--- src/rtl/fpalu_sched_pkg.sv ---
// Shared types and widths for the FP adder request scheduler.
package fpalu_sched_pkg;

    localparam int unsigned FP_W   = 32;
    localparam int unsigned STAT_W = 16;

    typedef enum logic [1:0] {
        IDLE = 2'd0,
        EXEC = 2'd1,
        RESP = 2'd2
    } state_e;

endpackage

--- src/rtl/fpalu_add_sched_rr_arbiter.sv ---
// Combinational round-robin pick: first asserted request at or after ptr_i,
// wrapping modulo N_REQ. Returns one-hot grant, encoded index and a hit flag.
module rr_arbiter #(
    parameter int unsigned N_REQ = 4,
    parameter int unsigned IDX_W = 2
) (
    input  logic [N_REQ-1:0] req_i,
    input  logic [IDX_W-1:0] ptr_i,
    output logic [N_REQ-1:0] gnt_o,
    output logic [IDX_W-1:0] idx_o,
    output logic             any_o
);

    int unsigned      cand;
    logic [IDX_W-1:0] cand_idx;

    always_comb begin
        gnt_o    = '0;
        idx_o    = '0;
        any_o    = 1'b0;
        cand     = 0;
        cand_idx = '0;
        for (int unsigned k = 0; k < N_REQ; k++) begin
            cand = 32'(ptr_i) + k;
            if (cand >= N_REQ) begin
                cand = cand - N_REQ;
            end
            cand_idx = cand[IDX_W-1:0];
            if (!any_o && req_i[cand_idx]) begin
                any_o           = 1'b1;
                gnt_o[cand_idx] = 1'b1;
                idx_o           = cand_idx;
            end
        end
    end

endmodule

--- src/rtl/fpalu_add_sched.sv ---
// Round-robin scheduler sharing one FP adder among N_REQ requesters.
// Optional FPALU_SCHED_STATS_EN adds saturating stat_ops/stat_ovf counters.
module fpalu_add_sched
    import fpalu_sched_pkg::*;
#(
    parameter int unsigned N_REQ   = 4,
    parameter int unsigned ADD_LAT = 2
) (
    input  logic                    clk,
    input  logic                    rst_n,
    input  logic [N_REQ-1:0]        req_valid,
    output logic [N_REQ-1:0]        req_ready,
    input  logic [FP_W*N_REQ-1:0]   req_a,
    input  logic [FP_W*N_REQ-1:0]   req_b,
    output logic [N_REQ-1:0]        rsp_valid,
    input  logic [N_REQ-1:0]        rsp_ready,
    output logic [FP_W-1:0]         rsp_s,
    output logic                    rsp_overflow,
    output logic [FP_W-1:0]         add_a,
    output logic [FP_W-1:0]         add_b,
    input  logic [FP_W-1:0]         add_s,
    input  logic                    add_ovf,
    output logic                    busy
`ifdef FPALU_SCHED_STATS_EN
    ,
    output logic [STAT_W-1:0]       stat_ops,
    output logic [STAT_W-1:0]       stat_ovf
`endif
);

    localparam int unsigned IDX_W = $clog2(N_REQ);
    localparam int unsigned CNT_W = (ADD_LAT > 1) ? $clog2(ADD_LAT) : 1;
    localparam logic [CNT_W-1:0] CNT_LOAD = CNT_W'(ADD_LAT - 1);
    localparam logic [IDX_W-1:0] IDX_LAST = IDX_W'(N_REQ - 1);

    state_e           state_q, state_d;
    logic [IDX_W-1:0] rr_ptr_q, rr_ptr_d;
    logic [IDX_W-1:0] gnt_q, gnt_d;
    logic [CNT_W-1:0] cnt_q, cnt_d;
    logic [FP_W-1:0]  op_a_q, op_a_d;
    logic [FP_W-1:0]  op_b_q, op_b_d;
    logic [FP_W-1:0]  res_s_q, res_s_d;
    logic             res_ovf_q, res_ovf_d;

    logic [N_REQ-1:0] arb_gnt;
    logic [IDX_W-1:0] arb_idx;
    logic             arb_any;
    logic             rsp_hs;

    rr_arbiter #(
        .N_REQ (N_REQ),
        .IDX_W (IDX_W)
    ) u_arb (
        .req_i (req_valid),
        .ptr_i (rr_ptr_q),
        .gnt_o (arb_gnt),
        .idx_o (arb_idx),
        .any_o (arb_any)
    );

    assign rsp_hs = (state_q == RESP) && rsp_ready[gnt_q];

    always_comb begin
        state_d   = state_q;
        rr_ptr_d  = rr_ptr_q;
        gnt_d     = gnt_q;
        cnt_d     = cnt_q;
        op_a_d    = op_a_q;
        op_b_d    = op_b_q;
        res_s_d   = res_s_q;
        res_ovf_d = res_ovf_q;
        req_ready = '0;
        rsp_valid = '0;
        unique case (state_q)
            IDLE: begin
                // No accept is advertised while reset is held.
                req_ready = rst_n ? arb_gnt : '0;
                if (arb_any) begin
                    state_d = EXEC;
                    gnt_d   = arb_idx;
                    op_a_d  = req_a[arb_idx*FP_W +: FP_W];
                    op_b_d  = req_b[arb_idx*FP_W +: FP_W];
                    cnt_d   = CNT_LOAD;
                end
            end
            EXEC: begin
                if (cnt_q == '0) begin
                    res_s_d   = add_s;
                    res_ovf_d = add_ovf;
                    state_d   = RESP;
                end else begin
                    cnt_d = cnt_q - 1'b1;
                end
            end
            RESP: begin
                rsp_valid[gnt_q] = 1'b1;
                if (rsp_hs) begin
                    rr_ptr_d = (gnt_q == IDX_LAST) ? '0 : gnt_q + 1'b1;
                    state_d  = IDLE;
                end
            end
            default: state_d = IDLE;
        endcase
    end

    always_ff @(posedge clk or negedge rst_n) begin
        if (!rst_n) begin
            state_q   <= IDLE;
            rr_ptr_q  <= '0;
            gnt_q     <= '0;
            cnt_q     <= '0;
            op_a_q    <= '0;
            op_b_q    <= '0;
            res_s_q   <= '0;
            res_ovf_q <= 1'b0;
        end else begin
            state_q   <= state_d;
            rr_ptr_q  <= rr_ptr_d;
            gnt_q     <= gnt_d;
            cnt_q     <= cnt_d;
            op_a_q    <= op_a_d;
            op_b_q    <= op_b_d;
            res_s_q   <= res_s_d;
            res_ovf_q <= res_ovf_d;
        end
    end

    // Operand registers only change on acceptance, so the adder inputs
    // stay quiet outside EXEC.
    assign add_a        = op_a_q;
    assign add_b        = op_b_q;
    assign rsp_s        = res_s_q;
    assign rsp_overflow = res_ovf_q;
    assign busy         = (state_q != IDLE);

`ifdef FPALU_SCHED_STATS_EN
    logic [STAT_W-1:0] stat_ops_q, stat_ovf_q;

    always_ff @(posedge clk or negedge rst_n) begin
        if (!rst_n) begin
            stat_ops_q <= '0;
            stat_ovf_q <= '0;
        end else if (rsp_hs) begin
            if (stat_ops_q != '1) begin
                stat_ops_q <= stat_ops_q + 1'b1;
            end
            if (res_ovf_q && (stat_ovf_q != '1)) begin
                stat_ovf_q <= stat_ovf_q + 1'b1;
            end
        end
    end

    assign stat_ops = stat_ops_q;
    assign stat_ovf = stat_ovf_q;
`endif

endmodule

--- config.mk ---
export PLATFORM = sky130hd
export DESIGN_NAME = fpalu_add_sched
export DESIGN_NICKNAME = d
export VERILOG_FILES = /design/src/rtl/fpalu_sched_pkg.sv /design/src/rtl/fpalu_add_sched_rr_arbiter.sv /design/src/rtl/fpalu_add_sched.sv
export SDC_FILE = /design/constraint.sdc
export NUM_CORES = 1
export LEC_CHECK = 0
export BUFFER_PORTS_ARGS = -buffer_cell sky130_fd_sc_hd__buf_2
export CAP_MARGIN = 15
export CORE_AREA = 2 2 159 161
export CTS_CLUSTER_SIZE = 40
export DETAILED_ROUTE_END_ITERATION = 8
export DIE_AREA = 0 0 161 163
export HOLD_SLACK_MARGIN = 0.08
export PLACE_DENSITY = 0.67
export SLEW_MARGIN = 5
export SYNTH_ARGS = -nofsm -noshare
export SYNTH_HDL_FRONTEND = slang
export SYNTH_SLANG_ARGS = --single-unit
--- constraint.sdc ---
create_clock -name clk -period 11 [get_ports clk]
set_clock_uncertainty 0.1 [all_clocks]
set_input_delay 1.1 -clock clk [delete_from_list [all_inputs] [get_ports clk]]
set_output_delay 1.1 -clock clk [all_outputs]
set_load 0.02 [all_outputs]
# After elaboration in Yosys (flattened, before gate mapping)
# Index checks and enable logic that the tools add are counted.
classes:
  addsub: 9
  order_cmp: 14
  eq_ne: 6
  n_shift: 2
  n_mux: 47
  bitwise_logic: 4
  n_reduce_logical: 20
ops:
  columns: ["cell", "n"]
  rows:
  - ["$shiftx A128 B8 Y32", 2]
  - ["$mux W4", 7]
  - ["$mux W2", 12]
  - ["$mux W1", 16]
  - ["$lt A2 B3 Y1 const B", 5]
  - ["$or A4 B4 Y4", 3]
  - ["$bmux W1 S2", 5]
  - ["$demux W1 S2", 5]
  - ["$ge A2 B1 Y1 const B", 5]
  - ["$ge A3 B3 Y1 const B", 3]
  - ["$logic_and A1 B1 Y1", 9]
  - ["$reduce_and A2 Y1", 4]
  - ["$sub A2 B1 Y2 const B", 4]
  - ["$add A2 B2 Y3 const B", 2]
  - ["$ne A2 B2 Y1 const B", 3]
  - ["$pmux W2 S3", 1]
  - ["$eq A2 B2 Y1 const B", 2]
  - ["$reduce_bool A2 Y1", 2]
  - ["$add A2 B1 Y3 const B", 1]
  - ["$ge A2 B3 Y1 const B", 1]
  - ["$logic_not A1 Y1", 3]
  - ["$reduce_and A3 Y1", 1]
  - ["$add A2 B1 Y2 const B", 1]
  - ["$eq A2 B1 Y1 const B", 1]
  - ["4 further kinds", 4]
totals:
  regBits: 104
  inputBits: 299
  output_inout_bits: 106

# Logic depth before layout (Yosys ltp)
# Gate-level depths: netlist of run 1.
depth:
  word_depth: 16
  ltp_mapped: 14

# Modules after synthesis
# From an unflattened synthesis of run 1, not the netlist that was laid out.
hier_totals:
  cells_unflattened: 372
  area_unflattened_um2: 6203.4
by_module_without_submodules:
  columns: ["module", "n_inst", "cells_per_inst", "area_each_um2", "seq_area_each_um2"]
  rows:
  - ["fpalu_add_sched", 1, 327, 5781.8, 2602.5]
  - ["rr_arbiter", 1, 45, 421.7, 0.0]

# Worst setup path before layout of run 1
# Ideal clock, no wire load.
synth_path:
  kind: "register to output"
  start: "register rr_ptr_q[0]"
  end: "output port req_ready[0]"
  arrival_ps: 3191
  required_ps: 9800
  setup_slack_ps: 6609
  path_stages_with_launch: 15
  path_cell_list: "dfrtp_1 buf_2 inv_1 clkbuf_1 buf_1 ha_1 mux4_2 nor2b_1 buf_2 buf_2 buf_2 a22oi_1 a21oi_1 a21oi_1 nor2_1"
synth_via:
  elab_chain_cells: 16
synth_lines:
  columns: ["item", "line", "source"]
  rows:
  - ["from (decl)", "fpalu_add_sched.sv:37", "logic [IDX_W-1:0] rr_ptr_q, rr_ptr_d;"]
  - ["from (signal assigned)", "fpalu_add_sched.sv:118", "rr_ptr_q <= rr_ptr_d;"]
  - ["parallel branches: the longest is 13 deep, another holds $add A2 B1 Y3", null, null]
  - ["$mux W4 *", "fpalu_add_sched_rr_arbiter.sv:29", "if (!any_o && req_i[cand_idx]) begin"]
  - ["$mux W4 *", "fpalu_add_sched.sv:77", "req_ready = rst_n ? arb_gnt : '0;"]
  - ["$mux W4 *", "fpalu_add_sched.sv:74", "unique case (state_q)"]
  - ["to (decl)", "fpalu_add_sched.sv:12", "output logic [N_REQ-1:0] req_ready,"]
# Every way passes the cells marked *. The select of a mux whose other input is x is not followed.

# Final worst setup path of run 1
layout_path:
  start: "register rr_ptr_q[0]"
  end: "output port req_ready[1]"
# The elaborated chain is that of the path after synthesis.

==> results by group, run 1 <==
CTS
  – Clk Latency, worst-skew pair: 0.36 ns
  – Root buffer cell: clkbuf_16
  – CTS tree: yes
  – # clock sinks: 104
  – Setup Fix Bufs, Post-CTS: 0
  – Maximum buffer depth of the clock tree: 2
  – Total CTS buffers: 9
  – CTS Hold Bufs: 0
  – Worst-path clk slew: 0.10 ns
  – Htree depth: 3
  – Post_cts resized: 0

Drt
  – DR pass1 iterations: 5
  – Final ANT Viol Nets: 0
  – DRC errors left: 0
  – Detailed-route via count: 8370
  – Routed len/inst: 18.08 µm
  – Drt via density: 5.277
  – Detailed Route Iter0 Violations: 771
  – Total wire length: 28680 µm

Critical path
  – Worst setup SP type: flip-flop
  – WP data arrival: 4.16 ns
  – CP Max Fanout: 72
  – Crit Path Class: reg2out
  – Critical Path End Type: output port
  – R2r setup slk: 5.97 ns
  – Crit path required time: 9.80 ns

Place
  – Port bufs: 404
  – Area after DPL: 9605 µm²
  – DP Wirelength: 19740 µm
  – Post-place setup slack: 6.056 ns
  – Gpl congestion: 0.8382

Final layout
  – Share of cells above drive strength 1: 40.24%
  – Final instance area: 9930 µm²
  – Most frequent cells in the layout: 403 x buf_2, 162 x a21oi_1, 115 x nand2_1, 104 x dfrtp_1, 80 x nor2_1
  – Area Growth Syn to Fin: 33.99%
  – Most common cell after layout, fill and taps aside: buf_2
  – Final Net Count: 1561
  – Final Util: 40.24%

Min path
  – Hold Crit Class: reg2reg

Floorplanning
  – IO Pins: 405
  – Std cell rows: 58
  – Initial Util: 30.04%
  – Full die area: 26240 µm²
  – Core ar.: 24670 µm²
  – Die Y: 163 µm
  – Die boundary width: 161 µm

Synthesis
  – Seq cells post-synth: 104
  – Post-synthesis mux area share: 9.742%
  – Largest family of logic cells by synthesized area: compound AO/OA/AOI/OAI gates
  – Synthesized instance count: 908
  – Synthesis warning total: 0
  – Cell Area, Synth: 7411 µm²
  – Synth Area per Inst: 8.162 µm²
  – Top FF cell, synth: dfrtp_1
  – Simple-gate portion of the synthesized area: 21.31%
  – Share of the synthesized area in the top cell type: 35.12%
  – Compound-Gate Fraction of Synth Area: 26.35%
  – Synth area leader: dfrtp_1
  – Ys async rst share: 100.0%
  – Number of flops mapped to enable cells by yosys: 0
  – Syn nets: 1219
  – Top cells by area, synth: dfrtp_1 35%, a21oi_1 11%, nand2_1 5.8%
  – Xor-xnor portion of the synthesized cell area: 0%
  – Yosys cell types: 41
  – Sequential share of the synthesized area: 35.12%
  – Post-synthesis adder-cell area fraction: 2.026%

Timing
  – Final Hold Fails: 0
  – Final WS setup: 5.645 ns
  – Slew Viols, Final: 0
  – Worst-Margin Slew: 1.012 ns
  – Post-route clock period utilization: 48.69%
  – Setup tns final: 0 ns
  – Fmax: 0.1867 GHz
  – Number of setup violations in the final report: 0
  – Slew HR: 32.53%
  – Hold WS: 0.4034 ns
  – Unrepaired setup endpoints after global routing: no
  – Crit path time final: 5.355 ns

Pwr
  – Power Dens Cells: 327.4 nW/µm²
  – Static Leak: 4.503 nW
  – Max IR drop VDD: 0.1935 mV

Global route
  – Tot GR Track Use: 20.91%
  – First-pass GRT wire length: 43560 µm
  – Largest net degree at the start of global routing: 76
  – GRT overflow: 0
  – Initial antenna violation count: 1
  – Vias in the first global route: 8172

Flow run
  – Max capacitance violation total: 0

Run status
  – Status: complete, no violations
[logic make-up after synthesis]
| logic type | count (synthesis) |
|---|---|
| mux | 64 |
| buf+inv | 94 |
| fa+ha+maj | 12 |
| flops | 104 |
| compound gates | 291 |
| simple gates | 343 |
[report_power, final]
part,leakage (nW),internal (mW),switching (mW)
sequential,1.18,0.589,0.119
combinational,3.16,0.762,1.42
clock,0.156,0.170,0.193
[metrics by stage]
step / instances / power, mW
2_1_floorplan: 908 / 2.270
3_3_place_gp: 1569 / 2.846
3_5_place_dp: 1569 / 2.899
4_1_cts: 1585 / 3.267
5_1_grt: 1586 / 3.506
6_report: 1586 / 3.251
[worst max-delay path: stages (launching register included)]
cell and delay (ns):
dfrtp_1 0.69, inv_2 0.12, buf_4 0.67, ha_1 0.47, mux4_2 0.46, nor2b_4 0.66
a22oi_1 0.14, a21oi_1 0.20, a21oi_1 0.06, nor2_1 0.12, buf_2 0.18
[layout make-up]
type | instances | area [µm²]
diodes | 1 | 2.502
clock buffers | 9 | 225.2
clock inverters | 7 | 96.34
fillers | 2548 | 14740
inverters | 7 | 26.28
multi-input cells | 710 | 4434
flip-flops and latches | 104 | 2603
well taps | 330 | 412.9
repair buffers | 418 | 2130
[final timing paths]
kind | from | to | cells past startpoint
worst max-delay path | rr_ptr_q[0]$_DFFE_PN0P_ | req_ready[1] | 10
min in group asynchronous | rst_n | add_a[14]$_DFFE_PN0P_ | 1
worst min-delay path | state_q[1]$_DFFE_PN0P_ | state_q[0]$_DFFE_PN0P_ | 1
worst max register to register | rr_ptr_q[0]$_DFFE_PN0P_ | add_b[15]$_DFFE_PN0P_ | 10
max in group asynchronous | rst_n | add_b[1]$_DFFE_PN0P_ | 2
worst min register to register | state_q[1]$_DFFE_PN0P_ | state_q[0]$_DFFE_PN0P_ | 1
[synth_stat cells (22+ instances only)]
cell,instances
clkbuf_1,60
mux2i_1,26
a311oi_1,42
a211oi_2,22
nor2b_1,45
mux2_2,35
and3_1,23
dfrtp_1,104
a21oi_1,162
nor2_1,82
nand3_1,65
nand2_1,115
a211oi_1,42
[flip-flops by register name (all words and copies together), names as in the netlist]
signal        count
state_q           2
rsp_s            32
add_a            32
gnt_q             2
add_b            32
cnt_q             1
rr_ptr_q          2
rsp_overflow      1
[layer usage]
metal | part of all wire [%] | GRT usage, % | vias up
li1 | - | - | 3969
met2 | 50 | 36.60 | 396
met4 | 1.7 | 6.372 | 0
met3 | 6.7 | 3.692 | 35
met1 | 42 | 26.32 | 3970
met5 | 0 | 0 | -
Note: power is estimated with default switching activity, not from simulation.
==> inputs of run 2 (changes only) <==
Settings changed: CORE_AREA 2 2 159 161 to 2 2 160 162, DIE_AREA 0 0 161 163 to 0 0 162 164, PLACE_DENSITY 0.67 to 0.66.
Clock period 11 ns to 5.4 ns, I/O delays scaled along.
==> results by group, run 2 (synthesized netlist as in run 1, its figures left out) <==
Final layout
  – Post-route insts no fill: 1587
  – Share of cells above drive strength 1: 40.41%
  – Inserted Diodes: 0
  – Final Net Count: 1563
  – Most frequent cells in the layout: 403 x buf_2, 162 x a21oi_1, 115 x nand2_1, 104 x dfrtp_1, 80 x nor2_1
  – Final instance area: 9941 µm²
  – Area Growth Syn to Fin: 34.14%
  – Most common cell after layout, fill and taps aside: buf_2
  – Final Util: 40.05%

Floorplanning
  – Die boundary width: 162 µm
  – Std cell rows: 58
  – Initial Util: 29.86%
  – Core ar.: 24820 µm²
  – Die Y: 164 µm
  – Full die area: 26570 µm²
  – IO Pins: 405

Critical path
  – Critical Path End Type: output port
  – Worst setup SP type: flip-flop
  – Critical Path Most Common Cell: a21oi_1
  – CP Max Fanout: 32
  – WP data arrival: 3.52 ns
  – Critical-path top delay cell: dfrtp_1
  – Crit Path Class: reg2out
  – Slowest stage delay, CP: 0.89 ns
  – Crit path required time: 4.76 ns
  – CP cell instances: inv_2, ha_1, mux4_2, nor2b_4, buf_4, a22oi_1, a21oi_1, a21oi_1, nor2_1, buf_2

CTS
  – CTS Hold Bufs: 0
  – Worst-path clk slew: 0.09 ns
  – Htree depth: 3
  – # clock sinks: 104
  – Total CTS buffers: 9
  – Setup Fix Bufs, Post-CTS: 0
  – Clk Latency, worst-skew pair: 0.35 ns
  – CTS tree: yes
  – Maximum buffer depth of the clock tree: 2
  – Root buffer cell: clkbuf_16
  – Post_cts resized: 0

Run status
  – Status: complete, no violations

Drt
  – Detailed-route via count: 8350
  – Routed len/inst: 17.48 µm
  – Total wire length: 27730 µm
  – DR pass1 iterations: 5
  – Drt via density: 5.261
  – Final ANT Viol Nets: 0
  – DRC errors left: 0
  – Detailed Route Iter0 Violations: 539

Timing
  – Unrepaired setup endpoints after global routing: no
  – Final Hold Fails: 0
  – Post-route clock period utilization: 76.95%
  – Final WS setup: 1.245 ns
  – Crit path time final: 4.155 ns
  – Fmax: 0.2406 GHz
  – Number of setup violations in the final report: 0
  – Hold WS: 0.09648 ns
  – Setup tns final: 0 ns
  – Slew HR: 36.76%
  – Slew Viols, Final: 0
  – Worst-Margin Slew: 0.9486 ns

Pwr
  – Max IR drop VDD: 0.3877 mV
  – Power Dens Cells: 660.1 nW/µm²
  – Static Leak: 4.512 nW
  – Power Total: 6.562 mW

Global route
  – GRT overflow: 0
  – Tot GR Track Use: 20.15%
  – Initial antenna violation count: 1
  – First-pass GRT wire length: 42460 µm
  – Vias in the first global route: 8122
  – Largest net degree at the start of global routing: 72

Place
  – Gpl congestion: 0.7992
  – Placed Cells: 1571
  – DP Wirelength: 19690 µm
  – Port bufs: 404
  – Post-place setup slack: 1.446 ns
  – Area after DPL: 9624 µm²

Min path
  – Hold Crit Class: in2async

Flow run
  – Max capacitance violation total: 0
## run 2: worst max-delay path: cells and delay by family, from the launching register on
kind,cells,cell delay (ns)
buffers and inverters,3,0.63
flip-flops,1,0.89
AO/OA/AOI/OAI,3,0.38
AND/OR/NAND/NOR,2,0.29
adder cells (fa/ha/maj),1,0.51
multiplexers,1,0.46
## run 2: layer usage
layer,GRT usage (%),vias to the layer above,wire [µm]
li1,-,3967,-
met1,24.80,3943,11320
met2,35.74,392,13860
met3,3.232,46,1860
met4,7.039,2,680
met5,0,-,13
## run 2: area by class of cell
class / count / area, µm²
multi-input combinational: 710 / 4438
inverter: 7 / 26.28
timing repair buffer: 420 / 2145
fill: 2571 / 14880
tap: 330 / 412.9
clock buffer: 9 / 225.2
clock inverter: 7 / 91.34
sequential: 104 / 2603
## run 2: path summary, 6_finish.rpt
kind	cells past startpoint	startpoint	to	slack [ns]
hold / removal	1	rst_n	add_a[11]$_DFFE_PN0P_	0.1
max in group asynchronous	2	rst_n	gnt_q[0]$_DFFE_PN0P_	3.82
setup / recovery	10	rr_ptr_q[0]$_DFFE_PN0P_	req_ready[2]	1.24
min in group clk	2	add_s[23]	rsp_s[23]$_DFFE_PN0P_	0.31
setup reg to reg	8	rr_ptr_q[0]$_DFFE_PN0P_	add_b[21]$_DFFE_PN0P_	1.46
hold reg to reg	1	state_q[1]$_DFFE_PN0P_	state_q[0]$_DFFE_PN0P_	0.40
## run 2: where the power goes
| part | switching [mW] | internal [mW] | total, mW |
|---|---|---|---|
| Clock | 0.373 | 0.338 | 0.711 |
| Sequential | 0.251 | 1.20 | 1.45 |
| Combinational | 2.84 | 1.56 | 4.40 |
| Total | 3.47 | 3.10 | 6.56 |
